$ cat config.mk
export PLATFORM = sky130hd
export DESIGN_NAME = telemetry_frame_tx
export DESIGN_NICKNAME = d
export VERILOG_FILES = /design/src/rtl/telemetry_pkg.sv /design/src/rtl/uart_tx_byte.sv /design/src/rtl/telemetry_frame_tx.sv
export SDC_FILE = /design/constraint.sdc
export NUM_CORES = 1
export LEC_CHECK = 0
export ABC_CLOCK_PERIOD_IN_PS = 2880
export CAP_MARGIN = 5
export CORE_ASPECT_RATIO = 0.9
export CORE_MARGIN = 3
export CORE_UTILIZATION = 29
export DETAILED_ROUTE_END_ITERATION = 8
export SKIP_CTS_REPAIR_TIMING = 1
export SYNTH_ARGS = -nofsm -noshare
export SYNTH_HDL_FRONTEND = slang
export SYNTH_SLANG_ARGS = --single-unit
export TNS_END_PERCENT = 30
$ cat constraint.sdc
create_clock -name clk -period 2.88 [get_ports clk]
set_input_delay 0.576 -clock clk [delete_from_list [all_inputs] [get_ports clk]]
set_output_delay 0.576 -clock clk [all_outputs]
set_load 0.1 [all_outputs]
$ cat src/rtl/telemetry_pkg.sv
// telemetry_pkg
// Shared definitions for the telemetry frame transmitter slice.
//   tx_state_t        : frame FSM states (collect samples, then send the
//                       sync, length, data and checksum bytes)
//   UART_FRAME_BITS   : bits per serial character (start + 8 data + stop)
//   DEFAULT_SYNC_BYTE : marker byte that opens every frame
package telemetry_pkg;

  typedef enum logic [2:0] {
    ST_COLLECT,
    ST_SEND_SYNC,
    ST_SEND_LEN,
    ST_SEND_DATA,
    ST_SEND_CSUM
  } tx_state_t;

  localparam int UART_FRAME_BITS = 10;

  localparam logic [7:0] DEFAULT_SYNC_BYTE = 8'hA5;

endpackage

$ cat src/rtl/uart_tx_byte.sv
// uart_tx_byte
// Serialises one byte as an 8N1 character: start bit (0), eight data bits
// LSB first, stop bit (1). Every bit is held for CLKS_PER_BIT cycles.
// Ports:
//   clk   : rising-edge clock
//   rst   : synchronous active-high reset, forces the line idle (high)
//   start : begin sending data; honoured when idle or on the done cycle
//   data  : byte to send, captured on the start edge
//   tx    : registered serial line output, idle high
//   done  : high during the final cycle of the stop bit, so the caller can
//           raise start in that same cycle and get back-to-back characters
module uart_tx_byte
  import telemetry_pkg::*;
#(
  parameter int CLKS_PER_BIT = 868
) (
  input  logic       clk,
  input  logic       rst,
  input  logic       start,
  input  logic [7:0] data,
  output logic       tx,
  output logic       done
);

  localparam int CNT_W = (CLKS_PER_BIT > 1) ? $clog2(CLKS_PER_BIT) : 1;
  localparam logic [CNT_W-1:0] LAST_CNT = CNT_W'(CLKS_PER_BIT - 1);
  localparam logic [3:0] LAST_BIT = 4'(UART_FRAME_BITS - 1);

  logic             active;
  logic [3:0]       bit_idx;
  logic [CNT_W-1:0] bit_cnt;
  logic [8:0]       shreg;

  // The last cycle of the stop bit is flagged combinationally from the
  // counters, which is what lets a new start bit follow with no idle gap.
  assign done = active && (bit_idx == LAST_BIT) && (bit_cnt == LAST_CNT);

  // Bit sequencer. The start bit is driven straight onto tx when the byte
  // is accepted; the shift register holds the remaining data bits plus the
  // stop bit and shifts in ones so the line falls back to idle naturally.
  always_ff @(posedge clk) begin
    if (rst) begin
      active  <= 1'b0;
      tx      <= 1'b1;
      bit_idx <= '0;
      bit_cnt <= '0;
      shreg   <= '1;
    end else if (start && (!active || done)) begin
      active  <= 1'b1;
      tx      <= 1'b0;
      shreg   <= {1'b1, data};
      bit_idx <= '0;
      bit_cnt <= '0;
    end else if (active) begin
      if (bit_cnt == LAST_CNT) begin
        bit_cnt <= '0;
        if (bit_idx == LAST_BIT) begin
          active <= 1'b0;
          tx     <= 1'b1;
        end else begin
          bit_idx <= bit_idx + 4'd1;
          tx      <= shreg[0];
          shreg   <= {1'b1, shreg[8:1]};
        end
      end else begin
        bit_cnt <= bit_cnt + CNT_W'(1);
      end
    end
  end

endmodule

$ cat src/rtl/telemetry_frame_tx.sv
// telemetry_frame_tx
// Collects FRAME_SAMPLES converter samples over a valid/ready handshake and
// sends them to the host as one 8N1 burst: SYNC, LEN, samples, checksum,
// where checksum is the XOR of LEN and all samples.
// Ports:
//   clk        : rising-edge clock
//   rst        : synchronous active-high reset, abandons any frame in flight
//   in_data    : 8-bit converter sample
//   in_valid   : in_data is valid
//   in_ready   : registered; high while collecting samples
//   tx         : serial output, idle high
//   busy       : high while a frame is on the wire
//   frame_done : one-cycle pulse after the checksum stop bit completes
module telemetry_frame_tx
  import telemetry_pkg::*;
#(
  parameter int          CLKS_PER_BIT  = 868,
  parameter int          FRAME_SAMPLES = 4,
  parameter logic [7:0]  SYNC_BYTE     = DEFAULT_SYNC_BYTE
) (
  input  logic       clk,
  input  logic       rst,
  input  logic [7:0] in_data,
  input  logic       in_valid,
  output logic       in_ready,
  output logic       tx,
  output logic       busy,
  output logic       frame_done
);

  localparam int IDX_W = (FRAME_SAMPLES > 1) ? $clog2(FRAME_SAMPLES) : 1;
  localparam logic [IDX_W-1:0] LAST_IDX = IDX_W'(FRAME_SAMPLES - 1);
  localparam logic [7:0] LEN_BYTE = 8'(FRAME_SAMPLES);

  tx_state_t        state;
  logic [IDX_W-1:0] cnt;
  logic [IDX_W-1:0] byte_idx;
  logic [7:0]       csum;
  logic [7:0]       sample_buf [FRAME_SAMPLES];

  logic       accept;
  logic       last_sample;
  logic       uart_start;
  logic       uart_done;
  logic [7:0] uart_data;

  assign accept      = (state == ST_COLLECT) && in_valid && in_ready;
  assign last_sample = (cnt == LAST_IDX);

  // Chooses the next byte for the serialiser. The final sample transfer
  // launches SYNC directly so its start bit begins on the following cycle,
  // and every later byte is launched during the previous byte's last stop
  // bit cycle. The checksum byte folds LEN into the running sample XOR.
  always_comb begin
    uart_start = 1'b0;
    uart_data  = SYNC_BYTE;
    case (state)
      ST_COLLECT: begin
        if (accept && last_sample) begin
          uart_start = 1'b1;
        end
      end
      ST_SEND_SYNC: begin
        if (uart_done) begin
          uart_start = 1'b1;
          uart_data  = LEN_BYTE;
        end
      end
      ST_SEND_LEN: begin
        if (uart_done) begin
          uart_start = 1'b1;
          uart_data  = sample_buf[0];
        end
      end
      ST_SEND_DATA: begin
        if (uart_done) begin
          uart_start = 1'b1;
          if (byte_idx == LAST_IDX) begin
            uart_data = csum ^ LEN_BYTE;
          end else begin
            uart_data = sample_buf[byte_idx + IDX_W'(1)];
          end
        end
      end
      default: begin
      end
    endcase
  end

  // Sample storage. Contents are irrelevant after reset, so the buffer is
  // only ever written on an accepted transfer.
  always_ff @(posedge clk) begin
    if (accept) begin
      sample_buf[cnt] <= in_data;
    end
  end

  // Frame FSM with registered handshake and status outputs. in_ready is
  // re-asserted on every collecting cycle, which makes it rise on the first
  // edge that sees reset low, and it drops together with the final transfer
  // so nothing is accepted while a frame is being sent.
  always_ff @(posedge clk) begin
    if (rst) begin
      state      <= ST_COLLECT;
      cnt        <= '0;
      byte_idx   <= '0;
      csum       <= '0;
      in_ready   <= 1'b0;
      busy       <= 1'b0;
      frame_done <= 1'b0;
    end else begin
      frame_done <= 1'b0;
      case (state)
        ST_COLLECT: begin
          in_ready <= 1'b1;
          if (accept) begin
            csum <= csum ^ in_data;
            if (last_sample) begin
              cnt      <= '0;
              state    <= ST_SEND_SYNC;
              in_ready <= 1'b0;
              busy     <= 1'b1;
            end else begin
              cnt <= cnt + IDX_W'(1);
            end
          end
        end
        ST_SEND_SYNC: begin
          if (uart_done) begin
            state <= ST_SEND_LEN;
          end
        end
        ST_SEND_LEN: begin
          if (uart_done) begin
            state    <= ST_SEND_DATA;
            byte_idx <= '0;
          end
        end
        ST_SEND_DATA: begin
          if (uart_done) begin
            if (byte_idx == LAST_IDX) begin
              state    <= ST_SEND_CSUM;
              byte_idx <= '0;
            end else begin
              byte_idx <= byte_idx + IDX_W'(1);
            end
          end
        end
        ST_SEND_CSUM: begin
          if (uart_done) begin
            state      <= ST_COLLECT;
            busy       <= 1'b0;
            in_ready   <= 1'b1;
            frame_done <= 1'b1;
            csum       <= '0;
          end
        end
        default: begin
          state <= ST_COLLECT;
        end
      endcase
    end
  end

  uart_tx_byte #(
    .CLKS_PER_BIT(CLKS_PER_BIT)
  ) u_uart (
    .clk  (clk),
    .rst  (rst),
    .start(uart_start),
    .data (uart_data),
    .tx   (tx),
    .done (uart_done)
  );

endmodule

======== Word-level counts from Yosys, hierarchy flattened ========
Memory sizes are Yosys's and may differ from the RTL's.
Cells that the tools add are included.
cells by class
  magnitude comparators ................... 0
  shift-type cells ........................ 0
  bitwise gates (word level) .............. 4
  equal/unequal tests ..................... 16
  $mul .................................... 0
  divide/modulo/power cells ............... 0
  add/sub/neg operators ................... 4
  reductions and logical operators ........ 25
  mux-type cells .......................... 47
operator list
  operator                 count
  $mux W8                  10
  $pmux W8 S3              1
  $mux W3                  7
  $mux W1                  18
  $pmux W8 S2              1
  $pmux W3 S5              1
  $reduce_and A3 Y1        4
  $add A10 B1 Y10 const B  1
  $eq A10 B10 Y1 const B   1
  $mux W10                 1
  $mux W2                  4
  $ne A2 B1 Y1 const B     4
  $ne A2 B2 Y1 const B     4
  $reduce_bool A2 Y1       4
  $xor A8 B8 Y8            1
  $reduce_and A7 Y1        1
  $eq A3 B2 Y1 const B     2
  $logic_and A1 B1 Y1      6
  $pmux W1 S2              3
  $reduce_and A2 Y1        3
  $add A2 B1 Y2 const B    2
  $add A4 B1 Y4 const B    1
  $eq A2 B2 Y1 const B     2
  $eq A4 B4 Y1 const B     1
  other kinds (10)         13
storage, ports and cells
  memories kept ........................... 1
  memory bits (writable) .................. 32
  register bits after elaboration ......... 42
  ROM bits ................................ 0
  output and inout bits ................... 4
  word-level logic and storage cells ...... 109
  bits in latches ......................... 0
memories
  memory      words  bits a word  rd ports  clocked after memory_dff  wr ports  RTL line                  source
  sample_buf  4      8            2         0                         1         telemetry_frame_tx.sv:39  logic [7:0] sample_buf [FRAME_SAMPLES];

======== Longest topological paths before layout ========
  depth in word-level cells ............... 9
  depth in mapped cells ................... 8
  depth with buffers taken out ............ 7

======== Hierarchy ========
From an unflattened synthesis, not the netlist that was laid out.
unflattened totals
  cells, all modules ...................... 363
  area total of the unflattened synthesis .. 3761.1 um^2
by module, submodules not included
  module              cells an instance  instances  area each (um^2)  sequential area each (um^2)
  telemetry_frame_tx  216                1          2451.1            1321.3
  uart_tx_byte        147                1          1310.0            480.5

======== Least setup slack after synthesis ========
No wires, ideal clock.
  kind .................................... register to register
  start point ............................. register in_ready
  end point ............................... register u_uart.shreg[0]
  path buffers ............................ 1
  path slack .............................. 394 ps
  data arrival time ....................... 2364 ps
  period minus slack after synthesis ...... 2486 ps
  required time ........................... 2758 ps
  stages on the path, launching flop included .. 8
  cell sequence ........................... dfxtp_1 > and3b_1 > nand3_1 > inv_1 > o21a_1 > buf_2 > nor2_1 > a221o_1
between the ends
  word-level cells in the longest chain between the ends .. 7
RTL lines
  what                                                                        RTL line                   source
  from (decl)                                                                 telemetry_frame_tx.sv:25   output logic in_ready,
  from (signal assigned)                                                      telemetry_frame_tx.sv:108  in_ready <= 1'b0;
  from (signal assigned)                                                      telemetry_frame_tx.sv:115  in_ready <= 1'b1;
  from (signal assigned)                                                      telemetry_frame_tx.sv:121  in_ready <= 1'b0;
  $logic_and A1 B1 Y1 (*)                                                     telemetry_frame_tx.sv:47   assign accept = (state == ST_COLLECT) && in_valid && in_ready;
  $logic_and A1 B1 Y1 (*)                                                     telemetry_frame_tx.sv:59   if (accept && last_sample) begin
  $mux W1 (*)                                                                 telemetry_frame_tx.sv:59
  $pmux W1 S2 (*)                                                             telemetry_frame_tx.sv:57   case (state)
  $logic_and A1 B1 Y1 (*)                                                     uart_tx_byte.sv:48         end else if (start && (!active || done)) begin
  $ne A2 B2 Y1 (no source line) / $reduce_bool A2 Y1 (equally long branches)  --
  $reduce_and A3 Y1 (no source line)                                          --
  to (signal assigned)                                                        uart_tx_byte.sv:51         shreg <= {1'b1, data};
  to (signal assigned)                                                        uart_tx_byte.sv:63         shreg <= {1'b1, shreg[8:1]};
  to (decl)                                                                   uart_tx_byte.sv:32         logic [8:0] shreg;
Every way passes the cells marked *; elsewhere a longest branch is shown, timed or not.
A chain may end at the register's enable or synchronous reset.

======== Worst setup path after layout ========
  start point ............................. register u_uart.bit_cnt[0]
  end point ............................... register u_uart.shreg[0]
between the ends
  word-level cells in the longest chain between the ends .. 7
RTL lines
  what                                                                        RTL line                                                                      source
  from (decl)                                                                 uart_tx_byte.sv:31                                                            logic [CNT_W-1:0] bit_cnt;
  from (signal assigned)                                                      uart_tx_byte.sv:66                                                            bit_cnt <= bit_cnt + CNT_W'(1);
  $eq A10 B10 Y1 (*)                                                          uart_tx_byte.sv:36, uart_tx_byte.sv:55
  $logic_and A1 B1 Y1                                                         uart_tx_byte.sv:36                                                            assign done = active && (bit_idx == LAST_BIT) && (bit_cnt == LAST_CNT);
  $mux W1                                                                     telemetry_frame_tx.sv:64, telemetry_frame_tx.sv:70, telemetry_frame_tx.sv:76
  $pmux W1 S2                                                                 telemetry_frame_tx.sv:57
  $logic_and A1 B1 Y1                                                         uart_tx_byte.sv:48
  $ne A2 B2 Y1 (no source line) / $reduce_bool A2 Y1 (equally long branches)  --
  $reduce_and A3 Y1 (no source line)                                          --
Marked as above.

==> impl.org <==
** Yosys
- Largest family of logic cells by synthesized area :: simple AND/OR/NAND/NOR gates
- Number of standard cells after synthesis :: 291
- The synthesized design contains 32 enable-type register cells.
- Count of unique library cells instantiated by Yosys :: 48
- Fraction of the mapped netlist area in compound gates :: between 10% and 20%
- Seq cells post-synth :: 74
- Number of warnings printed during yosys synthesis :: 0
- Top cells by area, synth :: edfxtp_1 28%, dfxtp_1 25%, mux4_2 5.3%
- For this run, the register share of the synthesized area comes to between 50% and 60%.
- Synthesized area per cell :: 11.6 um2
- The synthesized netlist devotes 17.6% of its cell area to simple gates.
- Fraction of synthesized cell area in xor and xnor cells :: between 3 and 4%
- Post-Synth Adder-Cell Area :: under 10%
- Prevailing post-synth register cell :: dfxtp_1
- Post-synthesis net count :: 310
- In this run the cell area of the synthesized design comes to 3380 um2.
- After synthesis, the share of flip-flops with an asynchronous set or reset is 0%.
- In this run the biggest area consumer among cell types represents approximately 28% of the synthesized area.
- Mux share of post-synthesis cell area :: 9.53%
- The largest total area in the synthesized netlist belongs to edfxtp_1.

** Cells and area
- Counting the fill cells in the layout gives 1106.
- Synth-to-layout area growth :: 18.5%
- Post-layout nets :: 331
- The count of cells in the finished layout, fillers not included, comes to 469.
- 0 antenna diodes ended up in the layout.
- Cells with a size suffix above 1 make up around 15% of the layout.

** STA
- The max-slew violation count came to 0.
- For the finished layout, the period the worst path requires is 2.40 ns.
- The final number of hold-violating endpoints is 0.
- Hold is met by 0.459 ns.
- Static timing analysis puts the maximum clock frequency at about 420 MHz.
- Post-route clock period utilization :: ~83%
- Final total negative setup slack :: 0 ns
- Headroom to the max-slew limit :: 55.7%
- Setup repair after global routing missed its margin :: false
- Setup-failing EPs final :: 0
- Slew @ Worst Pin :: 0.660 ns
- Clock skew on the completed layout was measured at around 0.0044 ns.

** Critical path
- Endpoint of the most critical setup path :: u_uart.shreg[0]
- Path depth of the worst reg2reg path :: 6
- The critical path is of the flip-flop to flip-flop type.
- In this run the critical register-to-register path is captured at u_uart.shreg[0].
- Critical path peak fanout :: 11
- Worst Setup Start Kind :: flip-flop
- The worst setup path is captured at a flip-flop.
- R2r startpoint :: u_uart.bit_cnt[0]
- For the worst setup path, the data arrival time is 2.62 ns.
- WP data required :: 3.10 ns
- The critical path starts at u_uart.bit_cnt[0].
- Worst reg2reg setup slack :: 0.48 ns

** Clock network
- Number of clock sinks :: 74
- Number of buffers added by the clock tree synthesis step :: 9
- TritonCTS built the clock tree.
- In this run the number of H-tree levels came out at 3.
- Clock latency on the worst-skew pair, taken at its later pin, is 0.34 ns.
- In this run the deepest clock path goes through 2 buffers.
- Clk pin slew, worst setup/hold paths :: 0.06 ns
- The tree is rooted in a clkbuf_16.

** Global routing
- Maximum number of pins on one net before global-route repair :: 24
- In the global route stage, overall resource usage came out at around 11%.
- Gr ovfl total :: 0
- Number of antenna violations at the first check in global routing :: 0
- Number of global-route vias before repair :: 2242
- The first global-routing pass estimated approximately 11 mm of wire.

** Die
- Once the floorplan was initialized, standard cells occupied 30.5% of the core.
- The floorplan step defined a die boundary enclosing 13000 um2.
- Width of the chip :: 120 um
- 15 I/O pins were placed.
- Core area :: 11100 um2
- The die is 108 um tall.
- Row generation in the floorplan step produced 36 rows.

** Pwr
- Dividing total power by cell area gives a power density of 579 nW/um2.
- Peak supply drop :: 329 uV
- The analysis attributes to cell leakage a power of 1.41 nW.

** Flow run
- Number of maximum-capacitance violations :: 0

** Status
- The run finished with clean final reports.

** Place
- After detailed placement, the design holds a cell count of approximately 450.
- Half-perimeter wire length after detailed placement :: between 4 and 5 mm
- Routability-driven placement finished with a final weighted congestion of 0.711.
- Buffers placed on the I/O ports in this run total 14.

** Detailed routing
- For this block, the initial DRC count from the detailed router was 162.
- The detail route stage leaves a number of antenna-violating nets equal to 0.
- Dividing the detail-routed via count by the number of cells gives 4.70.
- The first detailed-routing pass took 5 iterations.
- In the routed design, unresolved DRC markers number 0.
- After detailed routing, the total wire length is ~6.6 mm.
- DR vias :: 2203
- Dividing the detail-routed wire length by the instance count gives between 10 and 15 um.

** Min path
- In this run the worst hold path is classified as flip-flop to flip-flop.
report_power, final:
part	internal (W)	switching (W)
combinational	0.0000363	0.0000490
sequential	0.00111	0.00000949
clock	0.000669	0.000440
total	0.00182	0.000498
how the worst min path moves through the flow:
stage / cells after the start / from / end
3_5_place_dp: 2 / byte_idx[1] / byte_idx[1]
2_1_floorplan: 2 / byte_idx[1] / byte_idx[1]
3_3_place_gp: 2 / byte_idx[1] / byte_idx[1]
6_report: 2 / byte_idx[1] / byte_idx[1]
5_1_grt: 2 / byte_idx[1] / byte_idx[1]
4_1_cts: 2 / byte_idx[1] / byte_idx[1]
worst max-delay path, cell delays in order (launching register included):
cell	delay (ns)
dfxtp_1	0.39
ha_1	0.28
nand4b_4	0.19
o41ai_1	0.53
o21a_1	0.42
nor2_1	0.12
a221o_1	0.36
cells in the final DEF, fill, tap and decap left out, types with 3 or more instances in the layout:
cell,synthesis,final
or3_1,7,7
nor3_1,5,5
inv_1,7,7
mux4_2,8,8
xor2_1,5,5
a211oi_1,5,5
nand3_1,3,3
mux2i_1,13,13
clkdlybuf4s50_1,0,10
o21a_1,9,9
dfxtp_1,42,42
buf_4,1,15
a21oi_1,9,9
xnor2_1,7,7
ha_1,8,8
nand4_1,6,6
a31oi_1,6,6
clkbuf_16,0,9
edfxtp_1,32,32
a21boi_0,9,9
nor3b_1,9,9
a21o_1,3,3
nor2_1,40,40
nand2_1,11,11
and3_1,5,5
cells by family (layout without fill, tap and decap cells):
family | Yosys count | count (layout)
adder cells (fa/ha/maj) | 8 | 8
AO/OA/AOI/OAI | 50 | 50
AND/OR/NAND/NOR | 103 | 103
buffers and inverters | 22 | 48
multiplexers | 22 | 22
flip-flops | 74 | 74
XOR/XNOR | 12 | 12
registers in the layout, indices dropped and copies added, names as in the netlist:
register	flops
frame_done	1
busy	1
byte_idx	2
u_uart.active	1
sample_buf	32
u_uart.tx	1
u_uart.bit_cnt	10
u_uart.shreg	8
cnt	2
in_ready	1
csum	8
state	3
u_uart.bit_idx	4
final cells by class:
type / instances / area (um2) / share of cell area [%]
clock inverters: 7 / 67.6 / 1.69
clock buffers: 9 / 225 / 5.63
repair buffers: 25 / 213 / 5.32
flip-flops and latches: 74 / 1800 / 45.0
well taps: 152 / 190 / 4.75
inverters: 7 / 26.3 / 0.657
multi-input cells: 195 / 1480 / 36.9
synthesized netlist by cell type (all sizes together) (3+ instances only):
cell type,count
dfxtp,42
nor2,40
edfxtp,32
mux2i,13
nand2,12
clkbuf,10
a21boi,9
a21oi,9
nor3b,9
o21a,9
ha,8
mux4,8
inv,7
or3,7
xnor2,7
a31oi,6
nand4,6
a211oi,5
and3,5
buf,5
nor3,5
xor2,5
nor4,4
a21o,3
nand3,3
per-layer routing:
layer | global-route usage (%) | routed length (um) | vias to the layer above
li1 | - | - | 1116
met1 | 14.9 | 3290 | 1044
met2 | 17.4 | 2920 | 32
met3 | 3.66 | 254 | 11
met4 | 5.15 | 129 | 0
met5 | 0 | 0 | -
per-stage QoR:
stage | setup WS (ns) | total power, W | utilization, % | cell area, um2
floorplan | 0.394 | 0.00119 | - | 3380
global placement | 0.484 | 0.00123 | 33.5 | 3710
detailed placement | 0.422 | 0.00123 | 33.5 | 3710
CTS | 0.486 | 0.00235 | 36.1 | 4000
global route | 0.195 | 0.00241 | 36.1 | 4000
finish | 0.478 | 0.00232 | 36.1 | 4000
No activity file was read; power rests on OpenSTA's default activity.
